<file path="config.mk">
export PLATFORM = sky130hd
export DESIGN_NAME = alu_control_unit_flat
export DESIGN_NICKNAME = d
export VERILOG_FILES = /design/src/rtl/alu_control_unit_if.sv /design/src/rtl/alu_control_unit.sv /design/src/flat_wrapper.sv
export SDC_FILE = /design/constraint.sdc
export NUM_CORES = 1
export LEC_CHECK = 0
export CORE_MARGIN = 8
export CORE_UTILIZATION = 50
export CTS_CLUSTER_SIZE = 20
export DETAILED_ROUTE_END_ITERATION = 8
export PLACE_DENSITY_LB_ADDON = 0.05
export SLEW_MARGIN = 20
export SYNTH_ARGS = -nofsm -noshare
export SYNTH_HDL_FRONTEND = slang
export SYNTH_SLANG_ARGS = --single-unit
</file>
<file path="constraint.sdc">
create_clock -name clk -period 1.95 [get_ports clk]
set_clock_uncertainty 0.2 [all_clocks]
set_input_delay 0.195 -clock clk [delete_from_list [all_inputs] [get_ports clk]]
set_output_delay 0.195 -clock clk [all_outputs]
set_load 0.02 [all_outputs]
</file>
<file path="src/rtl/alu_control_unit_if.sv">
// Fetch bus between the ALU control unit (master) and instruction memory (slave).
interface alu_control_unit_if #(
    parameter int ADDR_W = 5
);
    logic [ADDR_W-1:0] pc;
    logic              instr_req;
    logic [7:0]        instr_data;
    logic              instr_valid;

    modport master (output pc, output instr_req, input instr_data, input instr_valid);
    modport slave  (input pc, input instr_req, output instr_data, output instr_valid);
endinterface

</file>
<file path="src/rtl/alu_control_unit.sv">
// Sequencer for the 8-bit accumulator ALU: fetches, decodes and executes 8-bit instructions,
// drives the ALU controls and owns the PC and carry/zero flags.
module alu_control_unit #(
    parameter int                ADDR_W   = 5,
    parameter logic [ADDR_W-1:0] RESET_PC = '0,
    parameter int                TIMEOUT  = 15
) (
    input  logic               clk,
    input  logic               rst_n,
    alu_control_unit_if.master fetch_bus,
    input  logic               cout,
    input  logic               zout,
    output logic [1:0]         ALU_sel,
    output logic [1:0]         load_shift,
    output logic [7:0]         imm,
    output logic               a_sel,
    output logic               acc_we,
    output logic               c_flag,
    output logic               z_flag,
    output logic               halted,
    output logic               fetch_err
);

    localparam int CNT_W = $clog2(TIMEOUT + 1);

    localparam logic [2:0] OP_RST   = 3'd0;
    localparam logic [2:0] OP_LD    = 3'd1;
    localparam logic [2:0] OP_ADD   = 3'd2;
    localparam logic [2:0] OP_SUB   = 3'd3;
    localparam logic [2:0] OP_NOR   = 3'd4;
    localparam logic [2:0] OP_SHIFT = 3'd5;
    localparam logic [2:0] OP_JZ    = 3'd6;
    localparam logic [2:0] OP_JC    = 3'd7;

    typedef enum logic [2:0] {
        S_FETCH,
        S_DECODE,
        S_EXECUTE,
        S_WRITEBACK,
        S_HALT
    } state_t;

    state_t            state;
    state_t            next_state;
    logic [ADDR_W-1:0] pc;
    logic [7:0]        instr;
    logic [CNT_W-1:0]  wait_cnt;
    logic              instr_req;

    logic              fetch_accept;
    logic              timeout_hit;
    logic              is_halt;
    logic              is_jump;
    logic              jump_taken;
    logic [2:0]        fetch_op;

    logic              instr_req_d;
    logic              acc_we_d;
    logic              halted_d;
    logic [1:0]        alu_sel_d;
    logic [1:0]        load_shift_d;
    logic [7:0]        imm_d;
    logic              a_sel_d;

    assign fetch_bus.pc        = pc;
    assign fetch_bus.instr_req = instr_req;

    assign fetch_accept = instr_req && fetch_bus.instr_valid;
    assign timeout_hit  = instr_req && !fetch_bus.instr_valid && (wait_cnt == CNT_W'(TIMEOUT - 1));
    assign is_halt      = (instr == 8'hFF);
    assign is_jump      = (instr[7:5] == OP_JZ) || (instr[7:5] == OP_JC);
    assign jump_taken   = (instr[7:5] == OP_JZ) ? z_flag : c_flag;
    assign fetch_op     = fetch_bus.instr_data[7:5];

    always_ff @(posedge clk or negedge rst_n) begin
        if (!rst_n) begin
            state <= S_FETCH;
        end else begin
            state <= next_state;
        end
    end

    always_comb begin
        next_state = state;
        case (state)
            S_FETCH: begin
                if (fetch_accept) begin
                    next_state = S_DECODE;
                end else if (timeout_hit) begin
                    next_state = S_HALT;
                end
            end
            S_DECODE: begin
                if (is_halt) begin
                    next_state = S_HALT;
                end else if (is_jump) begin
                    next_state = S_FETCH;
                end else begin
                    next_state = S_EXECUTE;
                end
            end
            S_EXECUTE:   next_state = S_WRITEBACK;
            S_WRITEBACK: next_state = S_FETCH;
            S_HALT:      next_state = S_HALT;
            default:     next_state = S_FETCH;
        endcase
    end

    // Outputs are registered from the upcoming state so they stay at zero until the first edge after reset;
    // ALU controls change only when an ALU op is accepted, so jumps never disturb the ALU.
    always_comb begin
        instr_req_d  = (next_state == S_FETCH);
        acc_we_d     = (next_state == S_WRITEBACK);
        halted_d     = (next_state == S_HALT);
        alu_sel_d    = ALU_sel;
        load_shift_d = load_shift;
        imm_d        = imm;
        a_sel_d      = a_sel;
        if ((state == S_FETCH) && (next_state == S_DECODE) && (fetch_op != OP_JZ) && (fetch_op != OP_JC)) begin
            imm_d   = {3'b000, fetch_bus.instr_data[4:0]};
            a_sel_d = (fetch_op == OP_LD);
            case (fetch_op)
                OP_RST:   begin alu_sel_d = 2'b00; load_shift_d = 2'b00; end
                OP_LD:    begin alu_sel_d = 2'b00; load_shift_d = 2'b10; end
                OP_ADD:   alu_sel_d = 2'b10;
                OP_SUB:   alu_sel_d = 2'b11;
                OP_NOR:   alu_sel_d = 2'b01;
                OP_SHIFT: begin
                    alu_sel_d    = 2'b00;
                    load_shift_d = fetch_bus.instr_data[0] ? 2'b11 : 2'b01;
                end
                default:  alu_sel_d = ALU_sel;
            endcase
        end
    end

    always_ff @(posedge clk or negedge rst_n) begin
        if (!rst_n) begin
            pc         <= RESET_PC;
            instr      <= '0;
            wait_cnt   <= '0;
            c_flag     <= 1'b0;
            z_flag     <= 1'b0;
            fetch_err  <= 1'b0;
            instr_req  <= 1'b0;
            acc_we     <= 1'b0;
            halted     <= 1'b0;
            ALU_sel    <= 2'b00;
            load_shift <= 2'b00;
            imm        <= 8'h00;
            a_sel      <= 1'b0;
        end else begin
            instr_req  <= instr_req_d;
            acc_we     <= acc_we_d;
            halted     <= halted_d;
            ALU_sel    <= alu_sel_d;
            load_shift <= load_shift_d;
            imm        <= imm_d;
            a_sel      <= a_sel_d;
            case (state)
                S_FETCH: begin
                    if (fetch_accept) begin
                        instr    <= fetch_bus.instr_data;
                        wait_cnt <= '0;
                    end else if (instr_req) begin
                        wait_cnt <= wait_cnt + CNT_W'(1);
                        if (timeout_hit) begin
                            fetch_err <= 1'b1;
                        end
                    end
                end
                S_DECODE: begin
                    if (is_jump && !is_halt) begin
                        pc <= jump_taken ? ADDR_W'(instr[4:0]) : pc + ADDR_W'(1);
                    end
                end
                S_WRITEBACK: begin
                    c_flag <= cout;
                    z_flag <= zout;
                    pc     <= pc + ADDR_W'(1);
                end
                default: ;
            endcase
        end
    end

endmodule

</file>
<file path="src/flat_wrapper.sv">
// flat-port wrapper written by rule: the top's interface ports become plain ports
module alu_control_unit_flat 
#(
    parameter int                ADDR_W   = 5,
    parameter logic [ADDR_W-1:0] RESET_PC = '0,
    parameter int                TIMEOUT  = 15
)
  (clk, rst_n, cout, zout, ALU_sel, load_shift, imm, a_sel, acc_we, c_flag, z_flag, halted, fetch_err, fetch_bus_pc, fetch_bus_instr_req, fetch_bus_instr_data, fetch_bus_instr_valid);
  alu_control_unit_if #(.ADDR_W(ADDR_W)) fetch_bus_i ();
  input  logic clk;
  input  logic rst_n;
  input  logic cout;
  input  logic zout;
  output logic [1:0] ALU_sel;
  output logic [1:0] load_shift;
  output logic [7:0] imm;
  output logic a_sel;
  output logic acc_we;
  output logic c_flag;
  output logic z_flag;
  output logic halted;
  output logic fetch_err;
  output wire logic [$bits(fetch_bus_i.pc)-1:0] fetch_bus_pc;
  output wire logic [$bits(fetch_bus_i.instr_req)-1:0] fetch_bus_instr_req;
  input wire logic [$bits(fetch_bus_i.instr_data)-1:0] fetch_bus_instr_data;
  input wire logic [$bits(fetch_bus_i.instr_valid)-1:0] fetch_bus_instr_valid;
  assign fetch_bus_pc = fetch_bus_i.pc;
  assign fetch_bus_instr_req = fetch_bus_i.instr_req;
  assign fetch_bus_i.instr_data = fetch_bus_instr_data;
  assign fetch_bus_i.instr_valid = fetch_bus_instr_valid;
  alu_control_unit #(.ADDR_W(ADDR_W), .RESET_PC(RESET_PC), .TIMEOUT(TIMEOUT)) u_core (.clk(clk), .rst_n(rst_n), .fetch_bus(fetch_bus_i), .cout(cout), .zout(zout), .ALU_sel(ALU_sel), .load_shift(load_shift), .imm(imm), .a_sel(a_sel), .acc_we(acc_we), .c_flag(c_flag), .z_flag(z_flag), .halted(halted), .fetch_err(fetch_err));
endmodule
</file>
* After elaboration in Yosys (flattened, before gate mapping)
Index checks and enable logic that the tools add are counted.
Operators by class: add/subtract/negate cells 2, eq/ne operators 19, muxes and demuxes 14, bitwise operators 1, reductions and logical operators 24
Operators by type and width (count):
- 3-bit == test, second input constant | 6
- 3-bit by 2-bit == test with 1-bit output, second input constant | 5
- 3-bit case mux with 4 select lines | 1
- 5-bit two-way mux | 2
- 5-bit case mux with 2 select lines | 1
- 2-bit AND reduction | 5
- 3-bit by 1-bit == test with 1-bit output, second input constant | 3
- 3-bit zero test | 3
- 3-bit two-way mux | 3
- 8-bit == test, second input constant | 1
- 4-bit two-way mux | 2
- 2-bit case mux with 4 select lines | 1
- 1-bit logical AND | 7
- 3-bit != test, second input constant | 2
- 2-bit case mux with 3 select lines | 1
- 5-bit by 1-bit adder with 5-bit output, second input constant | 1
- 4-bit by 1-bit adder with 4-bit output, second input constant | 1
- 4-bit == test, second input constant | 1
- 2-bit two-way mux | 2
- 4-bit AND reduction | 1
- 2-bit nonzero test | 2
- 4-bit nonzero test | 1
- 3-bit nonzero test | 1
- 3-bit OR reduction | 1
- 5 further kinds | 6
Word-level totals: bits in registers 36, input bits 13

* Logic depth before layout (Yosys ltp)
word-level depth 11, mapped depth 7

* Worst setup path before layout
Ideal clock, no wire load.
kind reg2reg, from reg u_core.instr[2], to reg u_core.pc[0] (netlist: u_core.fetch_bus.pc[0]), data arrival time 1.430 ns, setup slack 0.193 ns, stages on the path, launching flop included 6, period minus slack after synthesis 1.757 ns, cell sequence dfrtp_1 -> and4_2 -> a31oi_1 -> o21a_1 -> and2b_2 -> a311o_2
On the way: cells in the longest elaborated chain, start to end 5
Ends and longest elaborated chain:
- start, declared | line alu_control_unit.sv:46 | logic [7:0] instr;
- start signal, assigned | line alu_control_unit.sv:163 | instr <= fetch_bus.instr_data;
- 8-bit == test | line alu_control_unit.sv:70 | assign is_halt = (instr == 8'hFF);
- 1-bit zero test | line alu_control_unit.sv:173 | if (is_jump && !is_halt) begin
- 1-bit logical AND | line alu_control_unit.sv:173
- 2-bit by 1-bit != test with 1-bit output (no source line)
- 2-bit AND reduction (no source line)
- end signal, assigned | line alu_control_unit.sv:174 | pc <= jump_taken ? ADDR_W'(instr[4:0]) : pc + ADDR_W'(1);
- end signal, assigned | line alu_control_unit.sv:180 | pc <= pc + ADDR_W'(1);
- end, declared | line alu_control_unit.sv:45 | logic [ADDR_W-1:0] pc;
Every way passes these cells. A chain may end at the register's enable or synchronous reset.

* Final worst setup path
from reg u_core.state[0], to reg u_core.imm[2]
On the way: cells in the longest elaborated chain, start to end 7, elaborated cells between the ends (all ways) 11
Ends and longest elaborated chain:
- start, declared | line alu_control_unit.sv:43 | state_t state;
- start signal, assigned | line alu_control_unit.sv:79 | state <= next_state;
- 3-bit two-way mux | line alu_control_unit.sv:89 | end else if (timeout_hit) begin
- 3-bit two-way mux | line alu_control_unit.sv:87 | if (fetch_accept) begin
- 3-bit case mux with 4 select lines | line alu_control_unit.sv:85 | case (state)
- 3-bit by 1-bit == test with 1-bit output | line alu_control_unit.sv:119 | if ((state == S_FETCH) && (next_state == S_DECODE) && (fetch_op != OP_JZ) && (fetch_op != OP_JC)) begin
- 1-bit logical AND (*) (3 in series) | line alu_control_unit.sv:119
- end signal, assigned | line alu_control_unit.sv:158 | imm <= imm_d;
- end, declared | line alu_control_unit.sv:15 | output logic [7:0] imm,
Mark *: on every way between the ends. The rest lies on a longest branch, timed or not.

==> reports/results.txt <==
GR Overflow Total -> 0
Startpoint types -> register
Final instance area -> 2200 µm²
Filler cells -> 278
Global-route wire length before repair -> 6070 µm
Detailed Place HPWL -> 2710 µm
R2R cell count -> 4
DRC violations left -> 0
Vias in the first global route -> 1350
Yosys reg bits -> 36
Post-synthesis compound-gate area fraction -> 0.119
CP arrival -> 1.91 ns
Post-synth EDFFs -> 0
Crit end category -> register
Vias -> 1322
Critical path class -> register to register
R2R Setup Slk -> 0.06 ns
RSZ-0062 raised after global routing -> no
Most common cell in the netlist -> dfrtp_1
Multi-input gate area -> 764 µm²
Mapped Cells -> 157
Cell taking the most area after synthesis -> dfrtp_1
Overall power -> 3.56 mW
Core footprint -> 3310 µm²
Yosys warnings -> 0
Clock Tree Buf Depth -> 2
Die width -> 74.5 µm
Number of I/O pins -> 37
Max cap viols -> 0
Setup violators final -> 0
Commonest cells in the netlist -> dfrtp_1 (36), nand2_1 (34), o21ai_0 (9)
Library cells used by synthesis -> 43
Async set or reset register ratio after synthesis -> 1.00
Initial antenna violation count -> 0
Final TNS setup -> 0 ns
Antenna cells -> 0
Max VDD drop -> 0.807 mV
Largest net degree at the start of global routing -> 37
Initial DRC count -> 59
Xor/xnor share of the synthesized area -> 0.00512
Power density over the cells -> 1620 nW/µm²
Final min period -> 1.89 ns
Die Y-Extent -> 74.5 µm
Storage cell area -> 903 µm²
1st-pass router iterations -> 4
Pins Over Slew Limit -> 0
Number of routed nets with antenna violations -> 0
Syn Area/Cell -> 10.9 µm²
Simple-gate share of the synthesized area -> 0.189
Worst hold slack -> 0.0657 ns
Via density -> 5.33
R2R Path End -> u_core.imm[2]$_DFFE_PN0P_
H-tree levels -> 2
Post-synth top flop -> dfrtp_1
Seq/Total Area, Yosys -> 0.527
Leakage -> 1.02 nW
Reg2reg start -> u_core.state[0]$_DFF_PN0_
Nets -> 217
Worst-Skew Late Latency -> 0.33 ns
Mux share of post-synthesis cell area -> 0.0959
DP Area -> 2100 µm²
Port Buffers -> 33
Clock sink total -> 36
Root buf cell -> clkbuf_4
Crit share post-route -> 0.967
Hold Crit Class -> primary input to async pin
Die area -> 5550 µm²
Crit path required time -> 1.98 ns
Adder-cell share of the synthesized area -> 0.0220
Row Count -> 21
Share of cells above drive strength 1 -> 0.178
Synthesis-to-finish area growth -> 28.6%
CTS tree -> done
Outcome -> completed
Share of Yosys cell area claimed by the top area cell type -> 0.527
Hold Violations, Final -> 0
Post-Synthesis Cell Area -> 1710 µm²
Main combinational cell family by area after synthesis -> simple AND/OR/NAND/NOR gates
Top cells by area, synth -> dfrtp_1 (53%), nand2_1 (7.5%), mux2_4 (5.3%), o21ai_0 (2.6%), mux2i_1 (2.3%)
Worst-path clk slew -> 0.10 ns
FMAX -> 530 MHz
Critical Path Fanout Max -> 7
Global Route Usage Sum -> 0.141
CTS Buf Count -> 5
Starting utilization of the core area -> 0.516
Routed WL -> 3730 µm
WL per Instance -> 15.0 µm
GPL Wtd Cong -> 0.745
==> what timing repair did <==
action / CTS / global route
buffers inserted: 0 / 2
endpoints found under the setup margin: 0 / 11
hold buffers: 0 / 0
resized for setup: 0 / 4
==> stage by stage <==
| step | setup slack, ns | utilization | instances |
|---|---|---|---|
| 4_1_cts | 0.0636 | 0.653 | 245 |
| 3_5_place_dp | 0.0785 | 0.634 | 237 |
| 2_1_floorplan | 0.193 | - | 159 |
| 3_3_place_gp | 0.118 | 0.634 | 237 |
| 6_report | 0.0646 | 0.664 | 248 |
| 5_1_grt | 0.00181 | 0.664 | 248 |
==> worst max-delay path: stages, from the launching register on <==
cell and delay (ns):
dfrtp_2 0.47, nor4b_4 0.43, and2_4 0.26, nand2_4 0.10
mux2_4 0.31
==> cell usage in the layout (no fill, tap or decap), drive strengths merged, types with 3 or more instances in the layout <==
master and instances:
a21oi 6, a22oi 3, buf 8, clkbuf 7
clkdlybuf4s50 33, conb 3, dfrtp 36, ha 3
inv 5, mux2 9, mux2i 4, nand2 35
nor2 7, o21ai 9
==> state kept, by name, indices dropped and copies added, names as in the netlist, 2 cells and up <==
signal               cells
u_core.load_shift        2
u_core.imm               5
u_core.ALU_sel           2
u_core.wait_cnt          4
u_core.state             3
u_core.fetch_bus.pc      5
u_core.instr             8
==> power breakdown <==
part           internal (mW)  total [mW]  switching [mW]
Combinational          0.902        1.77           0.872
Clock                  0.176       0.416           0.240
Sequential              1.08        1.37           0.288
Total                   2.16        3.56            1.40
==> logic make-up after synthesis <==
family | after synthesis
buffers and inverters | 12
XOR/XNOR | 1
other | 1
adder cells (fa/ha/maj) | 3
flip-flops | 36
multiplexers | 13
AND/OR/NAND/NOR | 61
AO/OA/AOI/OAI | 30
==> routing by layer <==
layer	share of wire	GRT usage	vias to the layer above
met2	0.48	0.230	45
met1	0.43	0.168	635
met4	0.015	0.0587	0
li1	-	-	635
met3	0.076	0.0431	7
met5	0	0	-
==> cell type report <==
cell class,instances,area share
clock buffer,7,0.0251
clock inverter,1,0.00342
inverter,5,0.00854
multi-input combinational,112,0.348
sequential,36,0.411
tap,46,0.0262
timing repair buffer,41,0.178
==> worst max-delay path by stage <==
stage / from / end / depth (start not counted)
after global placement: u_core.state[0]$_DFF_PN0_ / u_core.imm[2]$_DFFE_PN0P_ / 4
final: u_core.state[0]$_DFF_PN0_ / u_core.imm[2]$_DFFE_PN0P_ / 4
after detailed placement: u_core.state[0]$_DFF_PN0_ / u_core.imm[0]$_DFFE_PN0P_ / 4
after global routing: u_core.state[0]$_DFF_PN0_ / u_core.imm[2]$_DFFE_PN0P_ / 4
after floorplan: u_core.instr[2]$_DFFE_PN0P_ / u_core.fetch_bus.pc[0]$_DFFE_PN0P_ / 5
after CTS: u_core.state[0]$_DFF_PN0_ / u_core.fetch_bus.instr_req$_DFF_PN0_ / 4
Power figures use the tool's default switching activity.
==> variant 1 (same settings) <==
Add an input register stage for `cout` and `zout`, cleared by the reset; this delays them by one clock. The other inputs are not delayed to match.
--- a/src/rtl/alu_control_unit.sv
+++ b/src/rtl/alu_control_unit.sv
@@ -39,6 +39,19 @@
         S_WRITEBACK,
         S_HALT
     } state_t;
+
+    logic cout_q;
+    logic zout_q;
+
+    always_ff @(posedge clk or negedge rst_n) begin
+        if (!rst_n) begin
+            cout_q <= '0;
+            zout_q <= '0;
+        end else begin
+            cout_q <= cout;
+            zout_q <= zout;
+        end
+    end
 
     state_t            state;
     state_t            next_state;
@@ -175,8 +188,8 @@
                     end
                 end
                 S_WRITEBACK: begin
-                    c_flag <= cout;
-                    z_flag <= zout;
+                    c_flag <= cout_q;
+                    z_flag <= zout_q;
                     pc     <= pc + ADDR_W'(1);
                 end
                 default: ;
Function: changed (a bounded check fails within 10 cycles, from zero or initial values and one cycle with rst_n low).
==> variant 1 against the unedited design <==
Die area up 1.1%. Sequential cell count is 2 higher. Area after synthesis rose by 1.4%. Cell area is 1.8% higher. Total power up 4.2%. Maximum frequency rose by 2.2%. Wire length shrank 4.0%. Setup slack improved by 0.040 ns. Largest cell class unchanged.
==> variant 1: results (changes against the unedited design) <==
- Seq/Total Area, Yosys: 54.87% (+2.2 points)
- Worst skew pair latency: roughly 0.34 ns
- DR vias/cell: 5.253 (-1.5%)
- Avg Synthesized Cell Area: 10.83 um^2 (-0.51%)
- Synth top cells by count: 38 x dfrtp_1, 31 x nand2_1, 11 x o21ai_0
- Hold endpoint: u_core.zout_q$_DFF_PN0_
- First-pass GRT wire length: 5.989 mm (-1.3%)
- Port bufs: 33 (unchanged)
- NumNets Final: 218 (+0.46%)
- DP HPWL: 2.652 mm (-2.3%)
- Leakage: 0.001023 uW (+0.64%)
- Outcome: finished, final reports clean
- Unique masters post-synth: 40 (-7.0%)
- Regs by FF count: u_core.instr (8), u_core.fetch_bus.pc (5), u_core.imm (5)
- R2r setup slk: 0.10 ns (+0.04 ns)
- CTS H-tree depth: 2 (unchanged)
- Initial antenna violation count: 0 (unchanged)
- Clock buffer depth: 2 (unchanged)
- Root Driver: clkbuf_4
- Clock slew at reported path FFs: 0.12 ns (+0.02 ns)
- Maximum fanout along the worst path: 7 (unchanged)
- Post-CTS Setup Inserts: 0 (unchanged)
- Total track usage: 14.07% (-0.059 points)
- Arrival time worst endpoint: 1.89 ns (-0.02 ns)
- Area contributors post-synth: dfrtp_1 55%, nand2_1 6.7%, mux2_2 5.8%
- Yosys warnings: 0 (unchanged)
- Critical R2R Capture: u_core.imm[2]$_DFFE_PN0P_
- Ys flop type: dfrtp_1
- DP Area: 0.002118 mm^2 (+0.89%)
- FFs w/ async S/R, synth: 100.0% (unchanged)
- Worst hold path type: primary input to flip-flop
- Hold path startpoint: zout
- Final GP Congestion: 0.8013 (+7.6%)
- WHS Path Cells: 1
- Largest net degree at the start of global routing: 39 (+5.4%)
- Routed wire per std cell: 14.36 um (-4.4%)
- Hold WS: 0.09185 ns (+0.02617 ns)
- Antenna Cells: 0 (unchanged)
- IR drop worst, VDD: 0.0008801 V (+9.0%)
- Critical R2R Launch: u_core.state[0]$_DFF_PN0_
- Share of layout cells above drive strength 1: 14.78% (-3.0 points)
- Iteration count of the initial detailed-routing pass: 4 (unchanged)
- Total clock buffers created by CTS: 5 (unchanged)
- Vias in the first global route: 1,333 (-1.3%)
- Iteration-0 DRC Markers: 57 (-3.4%)
- FF-to-FF path depth: 4 (unchanged)
variant 1: cell families (layout without fill, tap and decap cells):
logic type      count (synthesis)  after routing  synth area share (%)
compound gates                 32             32                 11.91
xor+xnor                        1              1                0.5055
fa+ha+maj                       3              3                 2.166
buf+inv                        13             54                 4.187
flops                          38             38                 54.87
mux                            13             13                 8.159
other cells                     1              3                0.2164
simple gates                   59             59                 17.98
variant 1: routing by layer:
metal / track usage (%) / vias to the layer above / part of all wire, %
met5: 0 / - / 0
met4: 6.957 / 0 / 1.8
met3: 5.060 / 6 / 6.9
met2: 21.98 / 37 / 45
met1: 16.68 / 632 / 46
li1: - / 633 / -
variant 1: through the flow:
stage / setup WS [ns] / cells / util (%)
3_3_place_gp: 0.1334 / 240 / 63.48
3_5_place_dp: 0.1103 / 240 / 63.48
6_report: 0.1048 / 249 / 67.00
5_1_grt: 0.01032 / 249 / 67.00
4_1_cts: 0.1074 / 249 / 66.97
2_1_floorplan: 0.2559 / 162 / -
variant 1: how the worst max path moves through the flow:
stage / from / endpoint / slack, ns / cells after the start
2_1_floorplan: u_core.instr[2]$_DFFE_PN0P_ / u_core.fetch_bus.pc[0]$_DFFE_PN0P_ / 0.26 / 6
3_3_place_gp: u_core.state[0]$_DFF_PN0_ / u_core.imm[3]$_DFFE_PN0P_ / 0.13 / 4
3_5_place_dp: u_core.state[0]$_DFF_PN0_ / u_core.imm[2]$_DFFE_PN0P_ / 0.11 / 4
4_1_cts: u_core.state[0]$_DFF_PN0_ / u_core.fetch_bus.pc[0]$_DFFE_PN0P_ / 0.11 / 5
5_1_grt: u_core.state[0]$_DFF_PN0_ / u_core.fetch_bus.pc[0]$_DFFE_PN0P_ / 0.01 / 5
6_report: u_core.state[0]$_DFF_PN0_ / u_core.imm[2]$_DFFE_PN0P_ / 0.10 / 4
variant 1: timing repair:
item / 4_1_cts / 5_1_grt
hold buffers: 1 / 0
resized for setup: 0 / 1
setup endpoints to repair: 0 / 4
hold endpoints to repair: 38 / 0
variant 1: report_power, final:
part / internal [uW] / switching, uW
logic: 824 / 818
clock network: 401 / 262
registers: 1120 / 285
total: 2350 / 1360
variant 1: cell type report:
type	count	area, um^2
inverter	6	22.52
tap	46	57.56
fill	267	1101
sequential	38	952.2
timing repair buffer	40	380.4
clock buffer	5	37.54
multi-input combinational	111	716.9
clock inverter	3	68.82
variant 1: worst max-delay path, stage by stage, from the launching register on:
cell and delay [ns]:
dfrtp_1 0.47, nor4b_4 0.41, and2_1 0.24, nand2_2 0.14
mux2_2 0.30
==> variant 2 (same flow settings) <==
Without the edit above. `ADDR_W` is set to 5 in 3 places; all go to 6.
--- a/src/rtl/alu_control_unit_if.sv
+++ b/src/rtl/alu_control_unit_if.sv
@@ -1,6 +1,6 @@
 // Fetch bus between the ALU control unit (master) and instruction memory (slave).
 interface alu_control_unit_if #(
-    parameter int ADDR_W = 5
+    parameter int ADDR_W = 6
 );
     logic [ADDR_W-1:0] pc;
     logic              instr_req;
--- a/src/rtl/alu_control_unit.sv
+++ b/src/rtl/alu_control_unit.sv
@@ -1,7 +1,7 @@
 // Sequencer for the 8-bit accumulator ALU: fetches, decodes and executes 8-bit instructions,
 // drives the ALU controls and owns the PC and carry/zero flags.
 module alu_control_unit #(
-    parameter int                ADDR_W   = 5,
+    parameter int                ADDR_W   = 6,
     parameter logic [ADDR_W-1:0] RESET_PC = '0,
     parameter int                TIMEOUT  = 15
 ) (
--- a/src/flat_wrapper.sv
+++ b/src/flat_wrapper.sv
@@ -1,7 +1,7 @@
 // flat-port wrapper written by rule: the top's interface ports become plain ports
 module alu_control_unit_flat 
 #(
-    parameter int                ADDR_W   = 5,
+    parameter int                ADDR_W   = 6,
     parameter logic [ADDR_W-1:0] RESET_PC = '0,
     parameter int                TIMEOUT  = 15
 )
Interface: changed (resized fetch_bus_pc); port bits go from 37 to 38. The function was not compared with the original's and may differ.
==> variant 2 against the unedited design <==
Area after synthesis rose by 5.4%. Clock power decreased by 6.2%. Maximum frequency is 1.5% higher. Cell area is 2.6% higher. Sequential cell count up 1. Total power increased by 0.43%. Critical path type unchanged. Setup slack improved by 0.027 ns. Synthesized cell count down 1.3%. Wire length is essentially flat. Largest power group unchanged. Critical endpoint is now u_core.fetch_bus.pc[0]$_DFFE_PN0P_.
==> variant 2: results (changes against the unedited design) <==
- Total track usage: 13.51% (-0.62 points)
- Outcome: finished, final reports clean
- Critical R2R Capture: u_core.fetch_bus.pc[0]$_DFFE_PN0P_
- Crit path capture: u_core.fetch_bus.pc[0]$_DFFE_PN0P_
- Leakage: 0.001010 uW (-0.65%)
- Wire length on met2: 1.778 mm (-0.67%)
- Seq/Total Area, Yosys: 51.39% (-1.3 points)
- WL met3: 237 um (-16%)
- Fillers: 299 (+7.6%)
- IR drop worst, VDD: 0.0006963 V (-14%)
- Port bufs: 34 (+3.0%)
- Worst skew pair latency: 0.35 ns (+0.02 ns)
- Post-Route WL: 3.722 mm (about the same)
- First-pass GRT wire length: 6.444 mm (+6.2%)
- Post-layout min period: 1.858 ns (-0.02696 ns)
- Synth top cells by count: 37 x dfrtp_1, 13 x nand2_1, 11 x mux2_2
- Global routing usage on met2: 22.28% (-0.76 points)
- Largest net degree at the start of global routing: 38 (+2.7%)
- DP HPWL: 2.701 mm (-0.51%)
- NumNets Final: 213 (-1.8%)
- FF-to-FF path depth: 5 (+1)
- Dpl cells: 238 (+0.42%)
- Area contributors post-synth: dfrtp_1 51%, mux2_2 6.9%, mux2_4 4.2%
- Met3 usage: 6.722% (+2.4 points)
- Power Density: 1587 mW/mm^2 (-2.1%)
- Net Sw Frac: 39.39% (+0.077 points)
- GR Util met1: 14.21% (-2.6 points)
## variant 2: cell types whose count changed after synthesis, moves of 3 or more
| cell | unedited run | this run |
|---|---|---|
| buf_6 | 1 | 4 |
| mux2_2 | 3 | 11 |
| nand2_1 | 34 | 13 |
| nand4_1 | 1 | 4 |
## variant 2: worst min path at each step
stage               cells after the start  slack, ns                    startpoint                            endpoint
floorplan                               0      -0.30                         rst_n       u_core.ALU_sel[0]$_DFFE_PN0P_
global placement                        1       0.26  u_core.fetch_err$_DFFE_PN0P_        u_core.fetch_err$_DFFE_PN0P_
detailed placement                      1       0.26  u_core.fetch_err$_DFFE_PN0P_        u_core.fetch_err$_DFFE_PN0P_
CTS                                     2       0.07                         rst_n  u_core.fetch_bus.pc[0]$_DFFE_PN0P_
global route                            2       0.09                         rst_n  u_core.fetch_bus.pc[4]$_DFFE_PN0P_
finish                                  2       0.05                         rst_n  u_core.fetch_bus.pc[4]$_DFFE_PN0P_
## variant 2: through the flow
step / utilization [%] / cell area, um^2
2_1_floorplan: - / 1809
3_3_place_gp: 61.73 / 2192
3_5_place_dp: 61.73 / 2192
4_1_cts: 63.11 / 2241
5_1_grt: 63.46 / 2253
6_report: 63.46 / 2253
## variant 2: final cells by class
class | instances | share of cell area, %
Inverter | 5 | 0.8329
Tap cell | 48 | 2.665
Timing Repair Buffer | 42 | 17.77
Sequential cell | 37 | 41.14
Clock buffer | 8 | 2.165
Multi-Input combinational cell | 106 | 35.42
## variant 2: cell families after synthesis
kind of cell             count (synthesis)  synth area share (%)
multiplexers                            21                 13.82
other                                    1                0.2081
AND/OR/NAND/NOR                         48                 15.35
flip-flops                              37                 51.39
buffers and inverters                   14                 5.347
XOR/XNOR                                 2                0.9724
adder cells (fa/ha/maj)                  3                 2.084
AO/OA/AOI/OAI                           29                 10.83
